[src/rtl/conf_pkg.sv]
// Shared constants for the option store: option indices, reset defaults,
// converter FSM encoding and the BCD digit clamp helper.
package conf_pkg;

   localparam int N_OPTS    = 5;
   localparam int OPT_DIT   = 0;
   localparam int OPT_DAH   = 1;
   localparam int OPT_WORD  = 2;
   localparam int OPT_TOL   = 3;
   localparam int OPT_PPU   = 4;
   localparam int DIG_CNT_W = 3;

   typedef enum logic [1:0] {
      ST_IDLE,
      ST_LOAD,
      ST_CONV,
      ST_COMMIT
   } conv_state_t;

   function automatic logic [23:0] bcd_default(input int idx);
      case (idx)
         OPT_DIT:  return 24'h000100;
         OPT_DAH:  return 24'h000300;
         OPT_WORD: return 24'h000700;
         OPT_TOL:  return 24'h000030;
         OPT_PPU:  return 24'h001000;
         default:  return 24'h000000;
      endcase
   endfunction

   function automatic logic [19:0] bin_default(input int idx);
      case (idx)
         OPT_DIT:  return 20'd100;
         OPT_DAH:  return 20'd300;
         OPT_WORD: return 20'd700;
         OPT_TOL:  return 20'd30;
         OPT_PPU:  return 20'd1000;
         default:  return 20'd0;
      endcase
   endfunction

   function automatic logic [3:0] clamp_digit(input logic [3:0] d);
      return (d > 4'd9) ? 4'd9 : d;
   endfunction

endpackage

[src/rtl/bcd_to_bin_serial.sv]
// Serial BCD-to-binary converter: one digit per ce cycle, most significant first.
// done is high during the cycle that folds in the last digit; result then holds.
module bcd_to_bin_serial
   import conf_pkg::*;
#(
   parameter int UNIT_BCD_W = 6,
   parameter int BIN_W      = 20
) (
   input  logic                    clk,
   input  logic                    rst_n,
   input  logic                    ce,
   input  logic                    start,
   input  logic [UNIT_BCD_W*4-1:0] bcd_in,
   output logic                    done,
   output logic [BIN_W-1:0]        result
);

   localparam int BCD_W = UNIT_BCD_W * 4;

   logic [BCD_W-1:0]     r_snap;
   logic [DIG_CNT_W-1:0] r_cnt;
   logic                 r_run;
   logic [BIN_W-1:0]     r_acc;
   logic [3:0]           w_digit;

   assign w_digit = r_snap[BCD_W-1 -: 4];
   assign done    = r_run && (r_cnt == DIG_CNT_W'(UNIT_BCD_W - 1));
   assign result  = r_acc;

   always_ff @(posedge clk or negedge rst_n) begin
      if (!rst_n) begin
         r_snap <= '0;
         r_cnt  <= '0;
         r_run  <= 1'b0;
         r_acc  <= '0;
      end else if (ce) begin
         if (start) begin
            r_snap <= bcd_in;
            r_cnt  <= '0;
            r_run  <= 1'b1;
            r_acc  <= '0;
         end else if (r_run) begin
            // acc*10 + digit without a multiplier
            r_acc  <= (r_acc << 3) + (r_acc << 1) + BIN_W'(w_digit);
            r_snap <= r_snap << 4;
            r_cnt  <= r_cnt + 1'b1;
            if (done) r_run <= 1'b0;
         end
      end
   end

endmodule

[src/rtl/conf_store.sv]
// Option store: holds five BCD options, serves reads with one ce-cycle latency and
// re-converts dirty options to binary, committing each result atomically.
module conf_store
   import conf_pkg::*;
#(
   parameter int UNIT_BCD_W = 6,
   parameter int BIN_W      = 20
) (
   input  logic                    clk,
   input  logic                    rst_n,
   input  logic                    ce,
   input  logic [2:0]              sel_index,
   output logic [UNIT_BCD_W*4-1:0] sel_value,
   input  logic [UNIT_BCD_W*4-1:0] sel_new_value,
   input  logic                    sel_set,
   output logic [BIN_W-1:0]        dit_units,
   output logic [BIN_W-1:0]        dah_units,
   output logic [BIN_W-1:0]        word_units,
   output logic [BIN_W-1:0]        tol_units,
   output logic [BIN_W-1:0]        ppu_units,
   output logic                    busy,
   output logic                    bin_valid
);

   localparam int SEL_W = UNIT_BCD_W * 4;

   logic [SEL_W-1:0]  r_store [N_OPTS];
   logic [BIN_W-1:0]  r_bin   [N_OPTS];
   logic [N_OPTS-1:0] r_dirty;
   logic [SEL_W-1:0]  r_sel_value;
   logic [2:0]        r_cur_idx;
   logic              r_busy;
   logic              r_bin_valid;
   conv_state_t       r_state;

   conv_state_t       w_state_nxt;
   logic [N_OPTS-1:0] w_dirty_nxt;
   logic [SEL_W-1:0]  w_clean;
   logic [SEL_W-1:0]  w_rd_value;
   logic [2:0]        w_pick;
   logic              w_set_ok;
   logic              w_start;
   logic              w_commit;
   logic              w_conv_done;
   logic [BIN_W-1:0]  w_result;

   assign w_set_ok = sel_set && (sel_index < 3'(N_OPTS));

   always_comb begin
      w_clean = '0;
      for (int d = 0; d < UNIT_BCD_W; d++)
         w_clean[4*d +: 4] = clamp_digit(sel_new_value[4*d +: 4]);
   end

   // A write is visible on the read port in the same cycle it lands
   always_comb begin
      w_rd_value = '0;
      if (w_set_ok)
         w_rd_value = w_clean;
      else if (sel_index < 3'(N_OPTS))
         w_rd_value = r_store[sel_index];
   end

   always_comb begin
      w_pick = 3'd0;
      for (int i = N_OPTS - 1; i >= 0; i--)
         if (r_dirty[i]) w_pick = 3'(i);
   end

   always_comb begin
      w_state_nxt = r_state;
      w_dirty_nxt = r_dirty;
      w_start     = 1'b0;
      w_commit    = 1'b0;
      case (r_state)
         ST_IDLE:   if (|r_dirty) w_state_nxt = ST_LOAD;
         ST_LOAD: begin
            w_start             = 1'b1;
            w_dirty_nxt[w_pick] = 1'b0;
            w_state_nxt         = ST_CONV;
         end
         ST_CONV:   if (w_conv_done) w_state_nxt = ST_COMMIT;
         ST_COMMIT: w_commit = 1'b1;
         default:   w_state_nxt = ST_IDLE;
      endcase
      // A same-cycle write overrides the LOAD clear so the option reconverts
      if (w_set_ok) w_dirty_nxt[sel_index] = 1'b1;
      if (r_state == ST_COMMIT)
         w_state_nxt = (|w_dirty_nxt) ? ST_LOAD : ST_IDLE;
   end

   bcd_to_bin_serial #(
      .UNIT_BCD_W (UNIT_BCD_W),
      .BIN_W      (BIN_W)
   ) u_conv (
      .clk    (clk),
      .rst_n  (rst_n),
      .ce     (ce),
      .start  (w_start),
      .bcd_in (r_store[w_pick]),
      .done   (w_conv_done),
      .result (w_result)
   );

   always_ff @(posedge clk or negedge rst_n) begin
      if (!rst_n) begin
         for (int i = 0; i < N_OPTS; i++) begin
            r_store[i] <= SEL_W'(bcd_default(i));
            r_bin[i]   <= BIN_W'(bin_default(i));
         end
         r_dirty     <= '1;
         r_sel_value <= '0;
         r_cur_idx   <= 3'd0;
         r_busy      <= 1'b0;
         r_bin_valid <= 1'b0;
         r_state     <= ST_IDLE;
      end else if (ce) begin
         r_state     <= w_state_nxt;
         r_dirty     <= w_dirty_nxt;
         r_busy      <= (w_state_nxt != ST_IDLE);
         r_bin_valid <= (w_state_nxt == ST_IDLE) && (w_dirty_nxt == '0);
         r_sel_value <= w_rd_value;
         if (w_set_ok) r_store[sel_index] <= w_clean;
         if (w_start)  r_cur_idx <= w_pick;
         if (w_commit) r_bin[r_cur_idx] <= w_result;
      end
   end

   assign sel_value  = r_sel_value;
   assign busy       = r_busy;
   assign bin_valid  = r_bin_valid;
   assign dit_units  = r_bin[OPT_DIT];
   assign dah_units  = r_bin[OPT_DAH];
   assign word_units = r_bin[OPT_WORD];
   assign tol_units  = r_bin[OPT_TOL];
   assign ppu_units  = r_bin[OPT_PPU];

endmodule

[config.mk]
export PLATFORM = sky130hd
export DESIGN_NAME = conf_store
export DESIGN_NICKNAME = d
export VERILOG_FILES = /design/src/rtl/conf_pkg.sv /design/src/rtl/bcd_to_bin_serial.sv /design/src/rtl/conf_store.sv
export SDC_FILE = /design/constraint.sdc
export NUM_CORES = 1
export LEC_CHECK = 0
export CAP_MARGIN = 25
export CORE_MARGIN = 3
export CORE_UTILIZATION = 57
export DETAILED_ROUTE_END_ITERATION = 16
export GPL_ROUTABILITY_DRIVEN = 1
export PLACE_DENSITY = 0.76
export SYNTH_ARGS = -nofsm -noshare
export SYNTH_HDL_FRONTEND = slang
export SYNTH_SLANG_ARGS = --single-unit
export TNS_END_PERCENT = 100
[constraint.sdc]
create_clock -name clk -period 3.4 [get_ports clk]
set_input_delay 0.68 -clock clk [delete_from_list [all_inputs] [get_ports clk]]
set_output_delay 0.68 -clock clk [all_outputs]
set_load 0.005 [all_outputs]
==> results of run 1 <==
==> layer usage <==
layer  track usage  up-vias
li1              -     5067
met1         0.358     5553
met2         0.455      487
met3        0.0547       72
met4        0.0897        2
met5             0        -
==> cell usage after synthesis, types with 3 or more instances <==
cell,n,area share
a22o_1,3,0.0018
nor2_1,61,0.016
nand4_1,3,0.0013
xnor2_1,8,0.0048
o21ai_1,8,0.0027
o22ai_1,30,0.013
o21ai_0,162,0.055
a21oi_2,3,0.0018
xor2_1,8,0.0048
nand2_1,196,0.050
buf_2,18,0.0062
and3_1,14,0.0060
a21o_1,10,0.0051
dfstp_2,37,0.066
buf_1,6,0.0015
o221ai_1,19,0.011
nor3_1,3,0.0010
clkbuf_1,57,0.015
nand3b_1,5,0.0026
mux4_2,25,0.039
a31oi_1,3,0.0013
buf_4,6,0.0031
nand3_1,24,0.0082
nor2b_1,3,0.0013
inv_1,25,0.0064
mux2_2,133,0.10
o21a_1,21,0.011
mux2i_1,27,0.018
a222oi_1,4,0.0027
dfrtp_1,267,0.46
nand2b_1,17,0.0073
a21oi_1,47,0.016
ha_1,40,0.034
a221oi_1,12,0.0072
==> worst min-delay path by stage <==
| stage | cells after the start | start | to | slack, ns |
|---|---|---|---|---|
| global placement | 1 | u_conv.r_snap[18]$_DFFE_PN0P_ | u_conv.r_snap[18]$_DFFE_PN0P_ | 0.45 |
| CTS | 1 | rst_n | dit_units[16]$_DFFE_PN0P_ | 0.16 |
| floorplan | 0 | rst_n | bin_valid$_DFFE_PN0P_ | 0.38 |
| detailed placement | 1 | sel_value[2]$_DFFE_PN0P_ | sel_value[2]$_DFFE_PN0P_ | 0.47 |
| global route | 1 | rst_n | dit_units[16]$_DFFE_PN0P_ | 0.19 |
| finish | 1 | rst_n | dit_units[16]$_DFFE_PN0P_ | 0.15 |
==> area by class of cell <==
| type | instances | area (sq um) | share of cell area |
|---|---|---|---|
| flip-flops and latches | 304 | 7650 | 0.433 |
| multi-input cells | 915 | 6490 | 0.368 |
| repair buffers | 202 | 1980 | 0.112 |
| clock buffers | 48 | 930 | 0.0526 |
| well taps | 324 | 405 | 0.0229 |
| clock inverters | 10 | 111 | 0.00630 |
| inverters | 26 | 97.6 | 0.00552 |
==> report_power, final <==
| group | internal, mW | leakage [nW] | switching [mW] |
|---|---|---|---|
| logic | 2.57 | 3.71 | 2.70 |
| registers | 4.71 | 3.84 | 0.878 |
| clock network | 2.03 | 0.517 | 1.39 |
| total | 9.31 | 8.07 | 4.96 |
==> critical path, cell delays in order, from the launching register on <==
cell	delay [ns]
dfrtp_1	0.44
inv_1	0.12
fa_1	0.56
inv_1	0.06
ha_1	0.29
a21o_1	0.18
a21oi_1	0.25
o21ai_2	0.15
a311oi_2	0.39
nand3b_1	0.14
mux2i_1	0.18
o21ai_1	0.07
==> logic make-up after synthesis <==
logic type      Yosys count  share of synthesized area
compound gates          333                      0.137
xor+xnor                 16                    0.00959
fa+ha+maj                42                     0.0370
buf+inv                 115                     0.0336
flops                   304                      0.523
mux                     185                      0.159
simple gates            339                      0.100
==> results.yml, run 1 <==
run_status:
  outcome: "completed"
clock_network:
  root_buffer: "clkbuf_16"
  clock-sinks: 304
  numCtsBuffers: 31
  h-tree-depth: 1
  post_cts_buffers: 0
  ctsResizeCount: 0
  clk_path_buf_depth: 3
  clk_latency_ns: 0.56
  hold_buffers: 0
  cts_tree: "yes"
  clkTransAtPathRegs_ns: 0.06
floorplanning:
  die-height_um: 166
  ios: 157
  initial_core_util: 0.591
  rows: 57
  die_x_um: 166
  dieArea_sq_um: 27600
  coreArea_sq_um: 24700
detailed_routing:
  routed_wl_um: 37800
  dr.pass1.iters: 5
  route.met3.wl_um: 2930
  route.detailed.drc: 0
  avgViaCountPerCell: 6.11
  via_count: 11200
  dr.max_layer_used: "met5"
  drtIter0Drc: 940
  ant_nets: 0
  wl_per_cell_um: 20.7
  dr_wl_met2_um: 18500
  wl_met1_um: 15500
finish:
  layout_commonest_cell: "dfrtp_1"
  fillCellCount: 1767
  finish.net_count: 1553
  fin_cells: 1829
  final_area_sq_um: 17700
  largest_register_ffs: 120
  final_cell_mix: "dfrtp_1, nand2_1, o21ai_0"
  final_util: 0.714
  antenna_cells: 0
  drive_above_1_share: 0.206
  areaGrowthSynthToFinish_pct: 20.8
  largest-register: "r_store"
pwr:
  power.leakage_nw: 8.07
  vdd_ir_drop_max_v: 0.000454
  power_density_nw_per_um2: 808
  power.total_mw: 14.3
placed_design:
  post-dp-hpwl_um: 25600
  placed_cell_area_sq_um: 16600
  port_buffers: 156
  gp_congestion: 0.895
  dp_slack_ns: 0.500
  placed_cells: 1771
synth:
  yosysWarnings: 0
  synth.distinct_cells: 57
  synth_edf_count: 0
  synthesis.area_sq_um: 14600
  yosysSeqAreaShare: 0.523
  ys.flop_type: "dfrtp_1"
  ys_ff_latch: 304
  avgSynthCellArea_sq_um: 11.0
  netlist_instances: 1334
  syn-num-nets: 1407
  async_reset_ff_frac: 1.00
sta:
  max_freq_mhz: 339
  slew_headroom: 0.304
  fin_crit_sh: 0.868
  hold_viol_final: 0
  timing.final.ws_setup_ns: 0.449
  tightestPinTransition_ns: 1.03
  setup-violations-final: 0
  worst_hold_slack_ns: 0.150
  drv_slew: 0
  rsz0062_at_grt: "false"
  fin_skew_ns: 0.0120
  period_minus_slack_ns: 2.95
  finalSetupTns_ns: 0
global_route:
  grt_remaining_overflow: 0
  grt_use_total: 0.271
  grt_pass1_wl_um: 61200
  antenna_found_initial: 1
  grt_pass1_vias: 11300
  grt_max_degree: 89
critical_path:
  endpoint: "u_conv.result[17]$_DFFE_PN0P_"
  end_kind: "flop"
  critPathKind: "reg2reg"
  reg2reg_depth: 11
  cp-start-kind: "flop"
  crit_fanout: 5
  r2r-start: "u_conv.result[2]$_DFFE_PN0P_"
  worstPathArrival_ns: 3.39
  required_ns: 3.84
  regToRegSetupSlack_ns: 0.45
  crit_start: "u_conv.result[2]$_DFFE_PN0P_"
  r2r-end: "u_conv.result[17]$_DFFE_PN0P_"
run:
  max-cap-violations: 0
hold_path:
  hp-class: "in2async"
Note: power is estimated with default switching activity, not from simulation.
==> run 2: changes to the inputs <==
Settings changed: GPL_TIMING_DRIVEN set to 0.
==> results.yml, run 2 (synthesis results as in run 1) <==
pwr:
  power.leakage_nw: 8.00
  vdd_ir_drop_max_v: 0.000522
  power_density_nw_per_um2: 818
detailed_routing:
  wl_per_cell_um: 22.3
  routed_wl_um: 41600
  avgViaCountPerCell: 6.25
  drtIter0Drc: 1147
  route.detailed.drc: 0
  ant_nets: 0
  dr.pass1.iters: 6
  via_count: 11700
global_route:
  grt_pass1_wl_um: 65600
  grt_use_total: 0.297
  grt_remaining_overflow: 0
  antenna_found_initial: 0
  grt_pass1_vias: 12000
  grt_max_degree: 109
critical_path:
  r2r-end: "u_conv.result[17]$_DFFE_PN0P_"
  end_kind: "flop"
  cp-start-kind: "flop"
  critPathKind: "reg2reg"
  worstPathArrival_ns: 3.64
  required_ns: 3.83
  r2r-start: "u_conv.result[0]$_DFFE_PN0P_"
  regToRegSetupSlack_ns: 0.19
  reg2reg_depth: 11
  crit_fanout: 5
placed_design:
  gp_congestion: 0.963
  placed_cells: 1809
  post-dp-hpwl_um: 29000
  dp_slack_ns: 0.0910
  port_buffers: 149
finish:
  multi_input_area_sq_um: 6470
  fillCellCount: 1815
  drive_above_1_share: 0.185
  final_cell_mix: "dfrtp_1, nand2_1, o21ai_0"
  layout_commonest_cell: "dfrtp_1"
  finish.net_count: 1591
  largest_register_ffs: 120
  fin_cells: 1867
  seq_area_sq_um: 7650
  largest-register: "r_store"
  antenna_cells: 0
  areaGrowthSynthToFinish_pct: 20.4
sta:
  period_minus_slack_ns: 3.21
  slew_headroom: 0.385
  timing.final.ws_setup_ns: 0.193
  setup-violations-final: 0
  fin_skew_ns: 0.0129
  rsz0062_at_grt: "false"
  drv_slew: 0
  finalSetupTns_ns: 0
  tightestPinTransition_ns: 0.914
  fin_crit_sh: 0.943
  hold_viol_final: 0
  max_freq_mhz: 312
hold_path:
  hp-class: "in2async"
clock_network:
  clk_latency_ns: 0.57
  clk_path_buf_depth: 3
  clock-sinks: 304
  numCtsBuffers: 31
  cts_tree: "yes"
  post_cts_buffers: 0
  hold_buffers: 0
  h-tree-depth: 1
  ctsResizeCount: 0
  clkTransAtPathRegs_ns: 0.06
  root_buffer: "clkbuf_16"
floorplanning:
  initial_core_util: 0.591
  rows: 57
  dieArea_sq_um: 27600
  die_x_um: 166
  ios: 157
  coreArea_sq_um: 24700
  die-height_um: 166
run:
  max-cap-violations: 0
run_status:
  outcome: "completed"
[run 2: cell types whose count changed in the layout (fill, tap and decap cells not counted), moves of 3 or more]
cell | before | now
clkbuf_1 | 8 | 65
buf_4 | 40 | 6
buf_2 | 2 | 18
buf_1 | 0 | 6
buf_12 | 6 | 0
clkdlybuf4s50_1 | 153 | 148
clkinvlp_4 | 0 | 3
[run 2: report_power, final]
part	internal (mW)	leakage (nW)	switching [mW]
clock network	2.00	0.502	1.42
registers	4.71	3.84	0.851
logic	2.55	3.66	2.87
[run 2: layer usage]
layer / track usage / up-vias / wire length (um)
li1: - / 5139 / -
met5: 0 / - / 0
met2: 0.497 / 632 / 19800
met3: 0.0571 / 161 / 4100
met1: 0.385 / 5738 / 15800
met4: 0.120 / 0 / 1930
[run 2: how the worst max path moves through the flow]
stage,start,endpoint,slack [ns]
global placement,rst_n,sel_value[7]$_DFFE_PN0P_,-11.18
CTS,u_conv.result[0]$_DFFE_PN0P_,u_conv.result[17]$_DFFE_PN0P_,0.21
floorplan,u_conv.result[0]$_DFFE_PN0P_,u_conv.result[17]$_DFFE_PN0P_,0.76
global route,u_conv.result[0]$_DFFE_PN0P_,u_conv.result[17]$_DFFE_PN0P_,0.03
detailed placement,sel_set,sel_value[13]$_DFFE_PN0P_,0.09
finish,u_conv.result[0]$_DFFE_PN0P_,u_conv.result[17]$_DFFE_PN0P_,0.19
[run 2: through the flow]
stage | utilization | power, mW | cell area [sq um] | hold WS (ns)
3_5_place_dp | 0.670 | 10.9 | 16600 | 0.465
2_1_floorplan | - | 8.64 | 14600 | 0.384
5_1_grt | 0.712 | 15.2 | 17600 | 0.227
4_1_cts | 0.712 | 14.4 | 17600 | 0.191
3_3_place_gp | 0.667 | 10.7 | 16500 | 0.453
6_report | 0.712 | 14.4 | 17600 | 0.170
[run 2: layout make-up]
class                           count  share of cell area
Sequential cell                   304               0.435
Multi-Input combinational cell    915               0.368
Timing Repair Buffer              151              0.0881
Clock buffer                       47              0.0520
Tap cell                          324              0.0230
Buffer                             89              0.0224
Clock inverter                     11             0.00661
Inverter                           26             0.00554
[run 2: worst max-delay path: stages, from the launching register on]
cell,delay (ns)
dfrtp_1,0.47
inv_1,0.18
fa_1,0.59
inv_1,0.06
ha_1,0.28
a21o_1,0.17
a21oi_1,0.27
o21ai_2,0.18
a311oi_2,0.44
nand3b_1,0.15
mux2i_1,0.18
o21ai_1,0.09
